`config.mk`:
```
export PLATFORM = sky130hd
export DESIGN_NAME = ryu_controller
export DESIGN_NICKNAME = d
export VERILOG_FILES = /design/src/rtl/ryu_controller.sv
export SDC_FILE = /design/constraint.sdc
export NUM_CORES = 1
export LEC_CHECK = 0
export CORE_MARGIN = 4
export CORE_UTILIZATION = 60
export DETAILED_ROUTE_END_ITERATION = 16
export DONT_BUFFER_PORTS = 1
export GPL_TIMING_DRIVEN = 0
export PLACE_DENSITY_LB_ADDON = 0.2
export SETUP_SLACK_MARGIN = 0.5
export SLEW_MARGIN = 0
export SYNTH_ARGS = -nofsm -noshare
export SYNTH_HDL_FRONTEND = slang
export SYNTH_SLANG_ARGS = --single-unit
```
`constraint.sdc`:
```
create_clock -name vga_clk -period 3.7 [get_ports vga_clk]
set_clock_uncertainty 0.2 [all_clocks]
set_input_delay 0.37 -clock vga_clk [delete_from_list [all_inputs] [get_ports vga_clk]]
set_output_delay 0.37 -clock vga_clk [all_outputs]
set_load 0.03 [all_outputs]
```
`src/rtl/ryu_controller.sv`:
```
// Per-frame movement and pose controller for Ryu: walk, jump physics, punch timer, death.
// All state advances only on frame_tick; outputs come straight from registers.
module ryu_controller #(
    parameter int unsigned X_INIT       = 100,
    parameter int unsigned X_MIN        = 0,
    parameter int unsigned X_MAX        = 576,
    parameter int unsigned GROUND_Y     = 300,
    parameter int unsigned X_STEP       = 3,
    parameter int unsigned JUMP_V0      = 12,
    parameter int unsigned GRAVITY      = 1,
    parameter int unsigned PUNCH_FRAMES = 12
) (
    input  logic        vga_clk,
    input  logic        reset_n,
    input  logic        frame_tick,
    input  logic        key_left,
    input  logic        key_right,
    input  logic        key_up,
    input  logic        key_down,
    input  logic        key_punch,
    input  logic        dead,
    output logic [9:0]  RyuX,
    output logic [9:0]  RyuY,
    output logic [2:0]  sprite,
    output logic        attacking
);

    localparam int unsigned POS_W = 10;
    localparam int unsigned VY_W  = 7;
    localparam int unsigned SUM_W = 12;
    localparam int unsigned CNT_W = (PUNCH_FRAMES > 2) ? $clog2(PUNCH_FRAMES) : 1;

    localparam logic [POS_W-1:0]        X_INIT_P = POS_W'(X_INIT);
    localparam logic [POS_W-1:0]        X_MIN_P  = POS_W'(X_MIN);
    localparam logic [POS_W-1:0]        X_MAX_P  = POS_W'(X_MAX);
    localparam logic [POS_W-1:0]        X_STEP_P = POS_W'(X_STEP);
    localparam logic [POS_W-1:0]        X_LO_LIM = POS_W'(X_MIN + X_STEP);
    localparam logic [POS_W-1:0]        X_HI_LIM = POS_W'(X_MAX - X_STEP);
    localparam logic [POS_W-1:0]        GROUND_P = POS_W'(GROUND_Y);
    localparam logic signed [SUM_W-1:0] GROUND_S = SUM_W'(GROUND_Y);
    localparam logic signed [VY_W-1:0]  VY0      = VY_W'(JUMP_V0);
    localparam logic signed [VY_W-1:0]  GRAV     = VY_W'(GRAVITY);
    localparam logic [CNT_W-1:0]        CNT_LOAD = CNT_W'(PUNCH_FRAMES - 1);

    typedef enum logic [2:0] {
        ST_STAND    = 3'd0,
        ST_PUNCH    = 3'd1,
        ST_JUMP     = 3'd2,
        ST_CROUCH   = 3'd3,
        ST_WALK_L   = 3'd4,
        ST_WALK_R   = 3'd5,
        ST_DEATH    = 3'd6,
        ST_JUMP_ATK = 3'd7
    } state_e;

    state_e                  state_q, state_d;
    logic [POS_W-1:0]        x_q, x_d;
    logic [POS_W-1:0]        y_q, y_d;
    logic signed [VY_W-1:0]  vy_q, vy_d;
    logic [CNT_W-1:0]        cnt_q, cnt_d;
    logic signed [1:0]       jdir_q, jdir_d;
    logic                    attacking_q, attacking_d;
    logic signed [1:0]       key_dir_c;
    logic signed [SUM_W-1:0] y_sum_c;

    // Saturating horizontal step: dir -1 left, +1 right, 0 hold.
    function automatic logic [POS_W-1:0] step_x(input logic [POS_W-1:0] x,
                                                 input logic signed [1:0] dir);
        logic [POS_W-1:0] r;
        r = x;
        if (dir == 2'sb11) begin
            r = (x < X_LO_LIM) ? X_MIN_P : x - X_STEP_P;
        end else if (dir == 2'sb01) begin
            r = (x > X_HI_LIM) ? X_MAX_P : x + X_STEP_P;
        end
        return r;
    endfunction

    always_comb begin
        key_dir_c = 2'sb00;
        if (key_left && !key_right) begin
            key_dir_c = 2'sb11;
        end else if (key_right && !key_left) begin
            key_dir_c = 2'sb01;
        end
    end

    assign y_sum_c = $signed({2'b00, y_q}) + {{(SUM_W-VY_W){vy_q[VY_W-1]}}, vy_q};

    // Next-state, position and physics update, gated by frame_tick.
    always_comb begin
        state_d = state_q;
        x_d     = x_q;
        y_d     = y_q;
        vy_d    = vy_q;
        cnt_d   = cnt_q;
        jdir_d  = jdir_q;
        if (frame_tick) begin
            if (dead) begin
                state_d = ST_DEATH;
                y_d     = GROUND_P;
            end else begin
                case (state_q)
                    ST_STAND, ST_WALK_L, ST_WALK_R, ST_CROUCH: begin
                        if (key_punch) begin
                            state_d = ST_PUNCH;
                            cnt_d   = CNT_LOAD;
                        end else if (key_up) begin
                            state_d = ST_JUMP;
                            vy_d    = -VY0;
                            jdir_d  = key_dir_c;
                        end else if (key_down) begin
                            state_d = ST_CROUCH;
                        end else if (key_dir_c == 2'sb11) begin
                            state_d = ST_WALK_L;
                            x_d     = step_x(x_q, key_dir_c);
                        end else if (key_dir_c == 2'sb01) begin
                            state_d = ST_WALK_R;
                            x_d     = step_x(x_q, key_dir_c);
                        end else begin
                            state_d = ST_STAND;
                        end
                    end
                    ST_JUMP, ST_JUMP_ATK: begin
                        if (y_sum_c >= GROUND_S) begin
                            state_d = ST_STAND;
                            y_d     = GROUND_P;
                        end else begin
                            y_d  = y_sum_c[POS_W-1:0];
                            vy_d = vy_q + GRAV;
                            x_d  = step_x(x_q, jdir_q);
                            if (key_punch) begin
                                state_d = ST_JUMP_ATK;
                            end
                        end
                    end
                    ST_PUNCH: begin
                        if (cnt_q == '0) begin
                            state_d = ST_STAND;
                        end else begin
                            cnt_d = cnt_q - CNT_W'(1);
                        end
                    end
                    ST_DEATH: begin
                        state_d = ST_DEATH;
                    end
                    default: begin
                        state_d = ST_STAND;
                    end
                endcase
            end
        end
        attacking_d = (state_d == ST_PUNCH) || (state_d == ST_JUMP_ATK);
    end

    always_ff @(posedge vga_clk or negedge reset_n) begin
        if (!reset_n) begin
            state_q     <= ST_STAND;
            x_q         <= X_INIT_P;
            y_q         <= GROUND_P;
            vy_q        <= '0;
            cnt_q       <= '0;
            jdir_q      <= 2'sb00;
            attacking_q <= 1'b0;
        end else begin
            state_q     <= state_d;
            x_q         <= x_d;
            y_q         <= y_d;
            vy_q        <= vy_d;
            cnt_q       <= cnt_d;
            jdir_q      <= jdir_d;
            attacking_q <= attacking_d;
        end
    end

    assign RyuX      = x_q;
    assign RyuY      = y_q;
    assign sprite    = state_q;
    assign attacking = attacking_q;

endmodule

```
==> key figures <==
Clock network
  – Clock transition at the register clock pins on the worst setup and hold paths after CTS: 0.08 ns
  – Sinks on Clock Net: 37
  – TritonCTS clock tree: yes
  – Buffer depth of the longest clock path: 2
  – H-tree lvl count: 2
  – Clock root buffer: sky130_fd_sc_hd__clkbuf_8
  – TritonCTS Buffers: 5
  – Clk_lat worst skew: 0.29 ns

Routing
  – ANT nets after route: 0
  – Number of DRC violations after detailed-routing iteration 0: 145
  – Number of iterations in the first detailed-routing pass: 5
  – Average wire per standard cell: 19.2 um
  – Post-route DRC violation count: 0
  – Total Routed Length: 7550 um
  – Count of vias placed by the detailed router: 2627
  – Vias per cell: 6.67

Finish
  – Filler Cell Count: 299
  – Nets@finish: 370
  – Area occupied by multi-input gates: 0.00205 sq mm
  – Layout-stage area growth over the synthesis result: 22.4%
  – Diodes inserted: 0
  – FF/Latch Area: 943 sq um
  – Share of layout cells above drive strength 1: 0.266

STA
  – RSZ-0062 raised after global routing: true
  – Setup TNS: 0 ns
  – Timing-limited maximum frequency: 0.307 GHz
  – Worst-case headroom to the max-slew limit: 0.435
  – Time the worst path needs with I/O delays and setup: 3.26 ns
  – Final Hold Fails: 0
  – Period Utilization, post-route: 0.881
  – Pin slew with the least headroom to its limit: 0.838 ns
  – Final Setup Violations: 0
  – Final Slew Violations: 0

Placement
  – PortBufs: 0
  – HPWL Detailed: 4800 um
  – Final Wtd Congestion: 0.881

Floorplanning
  – Die height: 76.3 um
  – DIE AREA: 0.00581 sq mm
  – Number of top-level pins: 33
  – Initial Util: 0.629
  – Die Wd: 76.3 um
  – Core Rows: 24
  – Area of the core region: 0.00444 sq mm

Worst setup path
  – Crit path launch type: flop
  – Number of buffers and inverters on the critical path: 2
  – Family of cells with the greatest summed delay on the critical path: compound AO/OA/AOI/OAI gates
  – Slowest cell on the critical path: sky130_fd_sc_hd__dfrtp_2
  – Critical path arrival: 3.27 ns
  – Max Fanout on Critical Path: 5
  – Required time reported for the critical path endpoint: 3.71 ns
  – Critical-path cell list: ha_4, fa_2, xor2_2, or4b_4, o221ai_4, a2111oi_4, o211ai_1, a221oi_2, buf_4, buf_6, a21oi_2, a31oi_1
  – Crit path kind: flop to flop
  – CP max stage delay: 0.50 ns
  – Setup crit end kind: flop

GRT
  – Total congestion overflow: 0
  – Global-route total usage across every layer: 0.242
  – Fraction of met3 tracks used by global routing: 0.0544
  – Met2 Use GR: 0.420
  – GR met1 Demand/Resource: 0.302
  – Busiest layer in global routing: met2
  – Global-route wire length before repair: 11700 um
  – Vias in the first global route: 2450
  – Largest net degree at the start of global routing: 38
  – Number of antenna violations at the first check in global routing: 0

Power
  – Leakage power of the design: 1.44 nW
  – Power Total: 0.00356 W
  – Peak ir drop on the vdd network: 0.000676 V
  – Pwr Density: 1040 mW/mm^2

Synth
  – Most used flip-flop cell after synthesis: sky130_fd_sc_hd__dfrtp_1
  – Count of warnings emitted by yosys: 0
  – Fraction of registers with async set or reset after synthesis: 1.00
  – Area fraction of the dominant cell type after synthesis: 0.269
  – Synthesized net count: 349
  – Number of distinct standard cells referenced by the synthesized netlist: 60
  – Number of instances in the synthesized netlist: 320
  – Post-synthesis instance area: 0.00280 sq mm
  – Cell type contributing the most total cell area after synthesis: sky130_fd_sc_hd__dfrtp_1
  – Mean post-synth cell area: 8.73 sq um
  – Leading cell types by total area after synthesis: sky130_fd_sc_hd__dfrtp_1 (27%), sky130_fd_sc_hd__ha_1 (8.5%), sky130_fd_sc_hd__dfstp_2 (6.6%)
  – Number of synthesized flops with an enable pin: 0
  – Most common cell in the netlist: sky130_fd_sc_hd__nand2_1
  – Number of register bits inferred by synthesis: 37
  – Most numerous cell types in the synthesized netlist: sky130_fd_sc_hd__nand2_1 (31), sky130_fd_sc_hd__dfrtp_1 (30), sky130_fd_sc_hd__a21oi_1 (27), sky130_fd_sc_hd__nor2_1 (24), sky130_fd_sc_hd__o21ai_0 (21)
  – Portion of the post-synthesis area used by sequential elements: 0.334

Job
  – Max-capacitance violation count: 0

Status
  – Run status: complete, no violations

Hold path
  – HP Class: input port to flop
## flip-flops by register name, summed over array words and instances, names as in the netlist
register and cells:
RyuX 10, vy_q 7, RyuY 10, jdir_q 2, sprite 3, cnt_q 4, attacking 1
## worst paths after layout
kind,start,end,slack [ns],cells past startpoint
min reg2reg,cnt_q[3],cnt_q[3],0.30,1
max reg2reg,RyuY[0],RyuX[7],0.44,12
min,key_up,jdir_q[0],0.09,2
max,RyuY[0],RyuX[7],0.44,12
max in group asynchronous,reset_n,RyuX[2],2.69,2
min in group asynchronous,reset_n,RyuY[7],0.31,2
## cell families (layout without fill, tap and decap cells)
logic type / count (synthesis) / after routing / synth area share
fa+ha+maj: 20 / 20 / 0.0922
compound gates: 108 / 108 / 0.271
xor+xnor: 8 / 8 / 0.0251
buf+inv: 29 / 51 / 0.0439
flops: 37 / 37 / 0.334
simple gates: 108 / 108 / 0.197
mux: 10 / 10 / 0.0372
## final cells by class
type,instances,share of cell area
Timing Repair Buffer,14,0.0432
Multi-Input combinational cell,254,0.598
Inverter,17,0.0187
Buffer,12,0.0212
Clock buffer,6,0.0212
Tap cell,52,0.0190
Sequential cell,37,0.276
Clock inverter,2,0.00293
## metal layers
| metal | wire (um) | part of all wire |
|---|---|---|
| met2 | 3880 | 0.51 |
| met1 | 3070 | 0.41 |
| met5 | 0 | 0 |
| met3 | 458 | 0.061 |
| met4 | 142 | 0.019 |
## worst register-to-register path: cells and delay by family, from the launching register on
kind | cells | cell delay (ns)
compound gates | 6 | 1.18
xor+xnor | 1 | 0.18
fa+ha+maj | 2 | 0.59
buf+inv | 2 | 0.32
flops | 1 | 0.50
simple gates | 1 | 0.22
## stage by stage
step	hold slack, ns	instances	worst slack [ns]	cell area [sq um]	util
final	0.0919	394	0.441	3420	0.770
after global routing	0.0993	394	0.301	3420	0.770
after global placement	-0.125	372	0.273	2860	0.644
after CTS	0.0759	390	0.374	3180	0.716
after detailed placement	-0.125	372	0.237	2860	0.644
after floorplan	-0.126	320	0.534	2800	-
## power breakdown
group | internal (W) | switching [W] | leakage, nW | total, W
Combinational | 0.00102 | 0.00130 | 0.952 | 0.00232
Sequential | 0.000573 | 0.000382 | 0.440 | 0.000955
Clock | 0.000131 | 0.000154 | 0.0450 | 0.000285
Total | 0.00172 | 0.00183 | 1.44 | 0.00356
## layout by cell type (no fill, tap or decap), types with 3 or more instances in the layout
master,synthesis,final
sky130_fd_sc_hd__a21oi_1,27,16
sky130_fd_sc_hd__a21oi_2,1,9
sky130_fd_sc_hd__a21oi_4,0,3
sky130_fd_sc_hd__a22o_1,6,6
sky130_fd_sc_hd__a31oi_1,10,9
sky130_fd_sc_hd__and3_1,6,5
sky130_fd_sc_hd__buf_4,3,8
sky130_fd_sc_hd__buf_6,0,7
sky130_fd_sc_hd__clkbuf_1,6,7
sky130_fd_sc_hd__clkbuf_8,0,5
sky130_fd_sc_hd__dfrtp_1,30,23
sky130_fd_sc_hd__dfrtp_2,0,7
sky130_fd_sc_hd__dfstp_2,7,7
sky130_fd_sc_hd__ha_1,19,14
sky130_fd_sc_hd__ha_4,0,4
sky130_fd_sc_hd__inv_1,17,17
sky130_fd_sc_hd__mux2i_1,7,6
sky130_fd_sc_hd__nand2_1,31,29
sky130_fd_sc_hd__nand2b_1,7,7
sky130_fd_sc_hd__nand3_1,8,8
sky130_fd_sc_hd__nand4_1,4,4
sky130_fd_sc_hd__nor2_1,24,21
sky130_fd_sc_hd__nor2b_1,6,6
sky130_fd_sc_hd__nor3_1,5,5
sky130_fd_sc_hd__nor3b_1,4,4
sky130_fd_sc_hd__o211ai_1,5,5
sky130_fd_sc_hd__o21a_1,3,3
sky130_fd_sc_hd__o21ai_0,21,18
sky130_fd_sc_hd__o22a_1,4,4
sky130_fd_sc_hd__o22ai_1,4,3
sky130_fd_sc_hd__or3_1,3,3
## what timing repair did
action	4_1_cts	5_1_grt
pin swaps	6	23
hold buffers	2	0
setup endpoints to repair	27	29
resized for setup	29	48
hold endpoints to repair	37	0
gates cloned	2	1
buffers inserted	6	3
(Power assumes the default switching activity.)
